--- src/rtl/imem_loader.sv ---
// imem_loader: shares the instruction memory port between CPU fetch and a byte-serial program loader.
// Latency: combinational fetch pass-through when idle; a load takes 5 cycles/word plus 1 (start to done).
// Backpressure: byte_ready is high only while collecting bytes; the CPU is held with NOPs during a load.
// Optional checksum of the loaded words is built when IMEM_LOADER_CHKSUM_EN is defined.
module imem_loader #(
  parameter int ADDR_W = 10
) (
  input  logic              clk,
  input  logic              rst_n,
  input  logic              load_start,
  input  logic [ADDR_W:0]   load_len,
  input  logic [7:0]        byte_in,
  input  logic              byte_valid,
  output logic              byte_ready,
  input  logic [ADDR_W-1:0] cpu_addr,
  output logic [31:0]       cpu_inst,
  output logic              cpu_hold,
  output logic [ADDR_W-1:0] mem_addr,
  output logic [31:0]       mem_wdata,
  output logic              mem_we,
  input  logic [31:0]       mem_rdata,
  output logic              busy,
  output logic              done,
  output logic [31:0]       chksum
);

  localparam logic [ADDR_W:0] MAX_LEN  = {1'b1, {ADDR_W{1'b0}}};
  localparam logic [ADDR_W:0] ONE_WORD = {{ADDR_W{1'b0}}, 1'b1};
  localparam logic [31:0]     NOP_INST = 32'h0000_0013;

  typedef enum logic [1:0] {IDLE, RECV, WRITE, DONE} state_t;

  state_t          state;
  logic [ADDR_W:0] len_q;
  logic [ADDR_W:0] wcnt;      // words written; low bits are the write pointer
  logic [1:0]      bcnt;
  logic [23:0]     asm_q;     // first three bytes of the word being assembled

  logic [ADDR_W:0] len_clamped;
  logic            start_acc;
  logic            byte_hs;

  assign len_clamped = (load_len > MAX_LEN) ? MAX_LEN : load_len;
  assign start_acc   = (state == IDLE) && load_start;
  assign byte_hs     = byte_valid && byte_ready;

  // While loading, the memory port belongs to the loader and the CPU sees NOPs.
  assign mem_addr = busy ? wcnt[ADDR_W-1:0] : cpu_addr;
  assign cpu_inst = busy ? NOP_INST : mem_rdata;

  // Load sequencing FSM with registered control outputs.
  always_ff @(posedge clk or negedge rst_n) begin
    if (!rst_n) begin
      state      <= IDLE;
      len_q      <= '0;
      wcnt       <= '0;
      bcnt       <= '0;
      asm_q      <= '0;
      mem_wdata  <= '0;
      mem_we     <= 1'b0;
      byte_ready <= 1'b0;
      busy       <= 1'b0;
      cpu_hold   <= 1'b0;
      done       <= 1'b0;
    end else begin
      case (state)
        IDLE: begin
          if (load_start) begin
            len_q    <= len_clamped;
            wcnt     <= '0;
            bcnt     <= '0;
            asm_q    <= '0;
            busy     <= 1'b1;
            cpu_hold <= 1'b1;
            if (len_clamped == '0) begin
              state <= DONE;
              done  <= 1'b1;
            end else begin
              state      <= RECV;
              byte_ready <= 1'b1;
            end
          end
        end
        RECV: begin
          if (byte_hs) begin
            case (bcnt)
              2'd0: asm_q[7:0]   <= byte_in;
              2'd1: asm_q[15:8]  <= byte_in;
              2'd2: asm_q[23:16] <= byte_in;
              default: begin
                mem_wdata  <= {byte_in, asm_q};
                mem_we     <= 1'b1;
                byte_ready <= 1'b0;
                state      <= WRITE;
              end
            endcase
            bcnt <= bcnt + 2'd1;
          end
        end
        WRITE: begin
          mem_we <= 1'b0;
          wcnt   <= wcnt + ONE_WORD;
          if (wcnt + ONE_WORD == len_q) begin
            state <= DONE;
            done  <= 1'b1;
          end else begin
            state      <= RECV;
            byte_ready <= 1'b1;
          end
        end
        default: begin
          done     <= 1'b0;
          busy     <= 1'b0;
          cpu_hold <= 1'b0;
          state    <= IDLE;
        end
      endcase
    end
  end

`ifdef IMEM_LOADER_CHKSUM_EN
  logic [31:0] sum_q;

  // Running sum of words written in the current load; held after completion.
  always_ff @(posedge clk or negedge rst_n) begin
    if (!rst_n) begin
      sum_q <= '0;
    end else if (start_acc) begin
      sum_q <= '0;
    end else if (state == WRITE) begin
      sum_q <= sum_q + mem_wdata;
    end
  end

  assign chksum = sum_q;
`else
  assign chksum = 32'h0;
`endif

endmodule
--- config.mk ---
export PLATFORM = sky130hd
export DESIGN_NAME = imem_loader
export DESIGN_NICKNAME = d
export VERILOG_FILES = /design/src/rtl/imem_loader.sv
export SDC_FILE = /design/constraint.sdc
export NUM_CORES = 1
export LEC_CHECK = 0
export ABC_AREA = 1
export CAP_MARGIN = 20
export CORE_AREA = 2 2 111 113
export CTS_BUF_LIST = sky130_fd_sc_hd__clkbuf_16
export CTS_CLUSTER_DIAMETER = 40
export DETAILED_ROUTE_END_ITERATION = 7
export DIE_AREA = 0 0 113 115
export HOLD_SLACK_MARGIN = 0.05
export PLACE_DENSITY = 0.75
export SETUP_SLACK_MARGIN = 0.5
export SLEW_MARGIN = 10
export SYNTH_ARGS = -nofsm -noshare
export SYNTH_HDL_FRONTEND = slang
export SYNTH_SLANG_ARGS = --single-unit
--- constraint.sdc ---
create_clock -name clk -period 2.5 [get_ports clk]
set_input_delay 0.25 -clock clk [delete_from_list [all_inputs] [get_ports clk]]
set_output_delay 0.25 -clock clk [all_outputs]
set_load 0.02 [all_outputs]
After elaboration in Yosys (flattened, before gate mapping):

Cells that the tools add are included.

* multiplexer cells: 35
* add/subtract/negate cells: 2
* equal/unequal tests: 15
* bitwise logic cells: 3
* order comparisons: 1
* reductions and logical operators: 22

Operators by type and width (count)
* $mux 24: 2
* $pmux 24 s2: 1
* $mux 32: 1
* $mux 8: 3
* $mux 11: 2
* $pmux 11 s2: 1
* $reduce_and 4->1: 4
* $mux 2: 7
* $ne 2x2->1 const B: 7
* $reduce_and 3->1: 4
* $add 11x1->11 const B: 1
* $eq 11x11->1: 1
* $gt 11x11->1 const B: 1
* $logic_not 11->1: 1
* $mux 1: 11
* $mux 10: 1
* $ne 2x1->1 const B: 3
* $pmux 1 s3: 2
* $pmux 2 s3: 1
* $reduce_and 2->1: 3
* $reduce_and 6->1: 1
* $reduce_bool 2->1: 3
* $eq 2x1->1 const B: 2
* $eq 2x2->1 const B: 2
* 9 further kinds: 13

* input port bits: 65
* logic and storage cells: 90
* output and inout port bits: 111
* register bits: 86

Logic depth before layout (Yosys ltp):

* word-level depth: 6
* mapped depth: 16
* depth with buffers taken out: 15

Least setup slack after synthesis:

Ideal clock, no wire load.

* kind: reg2reg
* start: register state[1]
* end: register mem_wdata[10]
* data arrival time: 1.625 ns
* setup time: 0.130 ns
* stages on the path, launching flop included: 11
* clock period less this slack: 1.755 ns
* setup slack: 0.745 ns
* required time: 2.370 ns
* path buffers: 3
* cells stage by stage: dfrtp_1 inv_1 ha_1 buf_2 inv_1 nor2_1 nand2_1 buf_2 clkbuf_1 nand2_1 o21ai_0

* longest elaborated chain between the ends: 2

RTL lines
* start: declaration: line 33 `state_t state;`
* start signal: assignment: line 54 `state <= IDLE;`
* start signal: assignment: line 76 `state <= DONE;`
* start signal: assignment: line 79 `state <= RECV;`
* $eq 2x1->1: line 66 `case (state)`
* $reduce_and 3->1 (no line)
* end signal: assignment: line 91 `mem_wdata <= {byte_in, asm_q};`
* end: declaration: line 19 `output logic [31:0] mem_wdata,`

Every way passes these cells.
A chain may end at the register's enable or synchronous reset.

Worst setup path in the final report:

* start: register busy
* end: output port cpu_inst[31]

* longest elaborated chain between the ends: 1

RTL lines
* start: declaration: line 22 `output logic busy,`
* start signal: assignment: line 62 `busy <= 1'b0;`
* start signal: assignment: line 73 `busy <= 1'b1;`
* start signal: assignment: line 113 `busy <= 1'b0;`
* $mux 32: line 49 `assign cpu_inst = busy ? NOP_INST : mem_rdata;`
* end: declaration: line 16 `output logic [31:0] cpu_inst,`

Every way passes these cells.

==> results.yml <==
run_status:
  status: "finished with violations"
  violations: "design-rule violations"
cells_and_area:
  syn2layout_area_growth_pct: 42.3
  layout_commonest_cell: "nand2_1"
  drive_above_1_share: 0.0915
  antenna_cells: 0
  layout_common_cells: "140 x nand2_1, 103 x clkdlybuf4s50_1, 102 x inv_1"
  fill_cells: 1070
  fin_util: 0.561
  nets: 835
global_routing:
  grt_use_met3: 0.0364
  overflow: 0
  grt_max_degree: 57
  grt_use_total: 0.173
  grt_pass1_wl_microns: 18000
  use_met2: 0.281
  grt_pass1_vias: 3733
  busiest_layer: "met2"
  antenna_found_initial: 0
  met1_usage: 0.232
power:
  p_per_area_nw_per_um2: 945
  irDropWorstVdd_uv: 444
  p_leak_nw: 3.51
flow_run:
  drv_cap: 0
clock_network:
  numCtsBuffers: 9
  cts_tree: "built"
  clkTransAtPathRegs_ns: 0.06
  cts-root-buf: "clkbuf_16"
  ctsLongestPathBuffers: 2
  clkSinkCount: 86
  clk_latency_ns: 0.34
  htree_levels: 3
drt:
  first_pass_iters: 6
  drcViolationCount: 18
  drtAntennaViolNets: 0
  drt_iter0_markers: 190
  drt-vias-per-instance: 4.59
  num_vias: 4187
  routed_wl_microns: 11500
  routedWlPerCell_microns: 12.6
die:
  die_y_microns: 115
  io_pins: 176
  fp.dieW_microns: 113
  rows: 40
  core-area_sq_um: 11800
  initial_utilization: 0.394
  die_area_sq_um: 13000
worst_setup_path:
  crit_arrival_ns: 1.71
  path_cells: "buf_4, nor2_1, clkdlybuf4s50_1"
  crit_buf_inv: 2
  path_delay_family: "buffers and inverters"
  crit_fanout: 10
  worst-setup-path-type: "flop to output port"
  worstSetupStartpointType: "flop"
  endpoint_kind: "output port"
  required_ns: 2.25
  cp_slowest_stage_delay_ns: 0.60
  slowest_stage: "clkdlybuf4s50_1"
logic_synthesis:
  syn_area_per_cell_sq_um: 7.64
  ys_ff_latch: 86
  synth_ff_type: "dfrtp_1"
  seq_area_frac_synth: 0.462
  synth_cell_types: 26
  synth_edf_count: 0
  yosysWarnings: 0
  synth_cells: 609
  syn_area_sq_um: 4660
  async_flop_share: 1.00
timing:
  fin_skew_ns: 0.00618
  slew_violations: 0
  final.setup.tns_ns: 0
  rsz0062_at_grt: "true"
  hold_viol: 0
  period_share: 0.785
  finalCriticalPeriod_ns: 1.96
  final-setup-viol-count: 0
  max_freq_mhz: 510
placement:
  portBuffers: 143
  gp_congestion: 0.842
  hpwl_microns: 8270
worst_hold_path:
  worst_hold_path_type: "primary input to asynchronous set/reset pin"
[where the power goes]
group          total [mW]  internal [mW]  switching (mW)
Clock                1.35          0.779           0.569
Sequential           1.97           1.76           0.209
Combinational        2.95           1.16            1.79
Total                6.26           3.69            2.57
[logic make-up after synthesis]
family	share of synthesized area
AO/OA/AOI/OAI	0.0981
adder cells (fa/ha/maj)	0.0242
buffers and inverters	0.157
flip-flops	0.462
multiplexers	0.0194
other	0.000805
AND/OR/NAND/NOR	0.238
[flip-flops by register name (all words and copies together), names as in the netlist]
name	flops
asm_q	24
bcnt	2
busy	1
byte_ready	1
done	1
len_q	11
mem_wdata	32
mem_we	1
state	2
wcnt	11
[cell type report]
class / count / area [sq um] / share of cell area
tap: 147 / 184 / 0.0278
clock inverter: 6 / 71.3 / 0.0108
inverter: 106 / 402 / 0.0606
clock buffer: 9 / 225 / 0.0340
timing repair buffer: 161 / 1650 / 0.249
timing repair inverter: 1 / 7.51 / 0.00113
multi-input combinational: 396 / 1940 / 0.292
sequential: 86 / 2150 / 0.325
[routing by layer]
layer	wire length, microns	vias to the layer above
met5	0	-
met3	839	14
met2	5130	132
li1	-	2128
met4	172	0
met1	5310	1913
[cell usage after synthesis, types with 3 or more instances]
master / n / share of area
clkbuf_1: 12 / 0.0097
a21oi_1: 3 / 0.0032
nor2_1: 52 / 0.042
nor2_2: 6 / 0.0081
nand4_1: 7 / 0.0094
nand2_1: 140 / 0.11
buf_2: 8 / 0.0086
mux2_2: 8 / 0.019
buf_4: 33 / 0.053
dfrtp_1: 86 / 0.46
o22ai_1: 6 / 0.0081
nand2_2: 4 / 0.0054
inv_1: 105 / 0.085
o21ai_0: 76 / 0.082
nand3_1: 36 / 0.039
nand3_2: 4 / 0.0086
or2_2: 3 / 0.0040
ha_1: 9 / 0.024
[worst register-to-register path, stage by stage (launching register included)]
cell	delay, ns
dfrtp_1	0.40
inv_1	0.11
ha_2	0.23
inv_1	0.07
nor2_1	0.12
inv_1	0.10
nand2_1	0.10
nor2_2	0.06
inv_2	0.17
nor2_4	0.06
buf_4	0.17
nand2_1	0.07
o21ai_0	0.07
[timing repair]
action / in CTS / in global routing
resized for setup: 20 / 35
buffers inserted: 0 / 9
setup endpoints to repair: 40 / 63
hold buffers: 1 / 0
endpoints found under the hold margin: 32 / 0
pin swaps: 0 / 3
cloned: 1 / 1
[per-stage QoR]
stage / area (sq um) / instances / setup slack (ns) / hold slack (ns) / power [mW]
2_1_floorplan: 4770 / 640 / 0.745 / -0.0456 / 3.66
3_3_place_gp: 6120 / 885 / 0.477 / 0.244 / 4.63
3_5_place_dp: 6120 / 885 / 0.418 / 0.242 / 4.66
4_1_cts: 6450 / 902 / 0.420 / 0.422 / 6.04
5_1_grt: 6630 / 912 / 0.496 / 0.462 / 6.69
6_report: 6630 / 912 / 0.538 / 0.414 / 6.26
[path summary, 6_finish.rpt]
path | startpoint | end | slack [ns] | cells past startpoint
setup reg to reg | state[0] | asm_q[1] | 0.65 | 12
hold reg to reg | mem_wdata[8] | mem_wdata[8] | 0.49 | 2
hold / removal | rst_n | len_q[0] | 0.41 | 2
min in group clk | mem_wdata[8] | mem_wdata[8] | 0.49 | 2
setup / recovery | busy | cpu_inst[31] | 0.54 | 3
max in group asynchronous | rst_n | asm_q[6] | 1.46 | 3
Power figures use the tool's default switching activity.
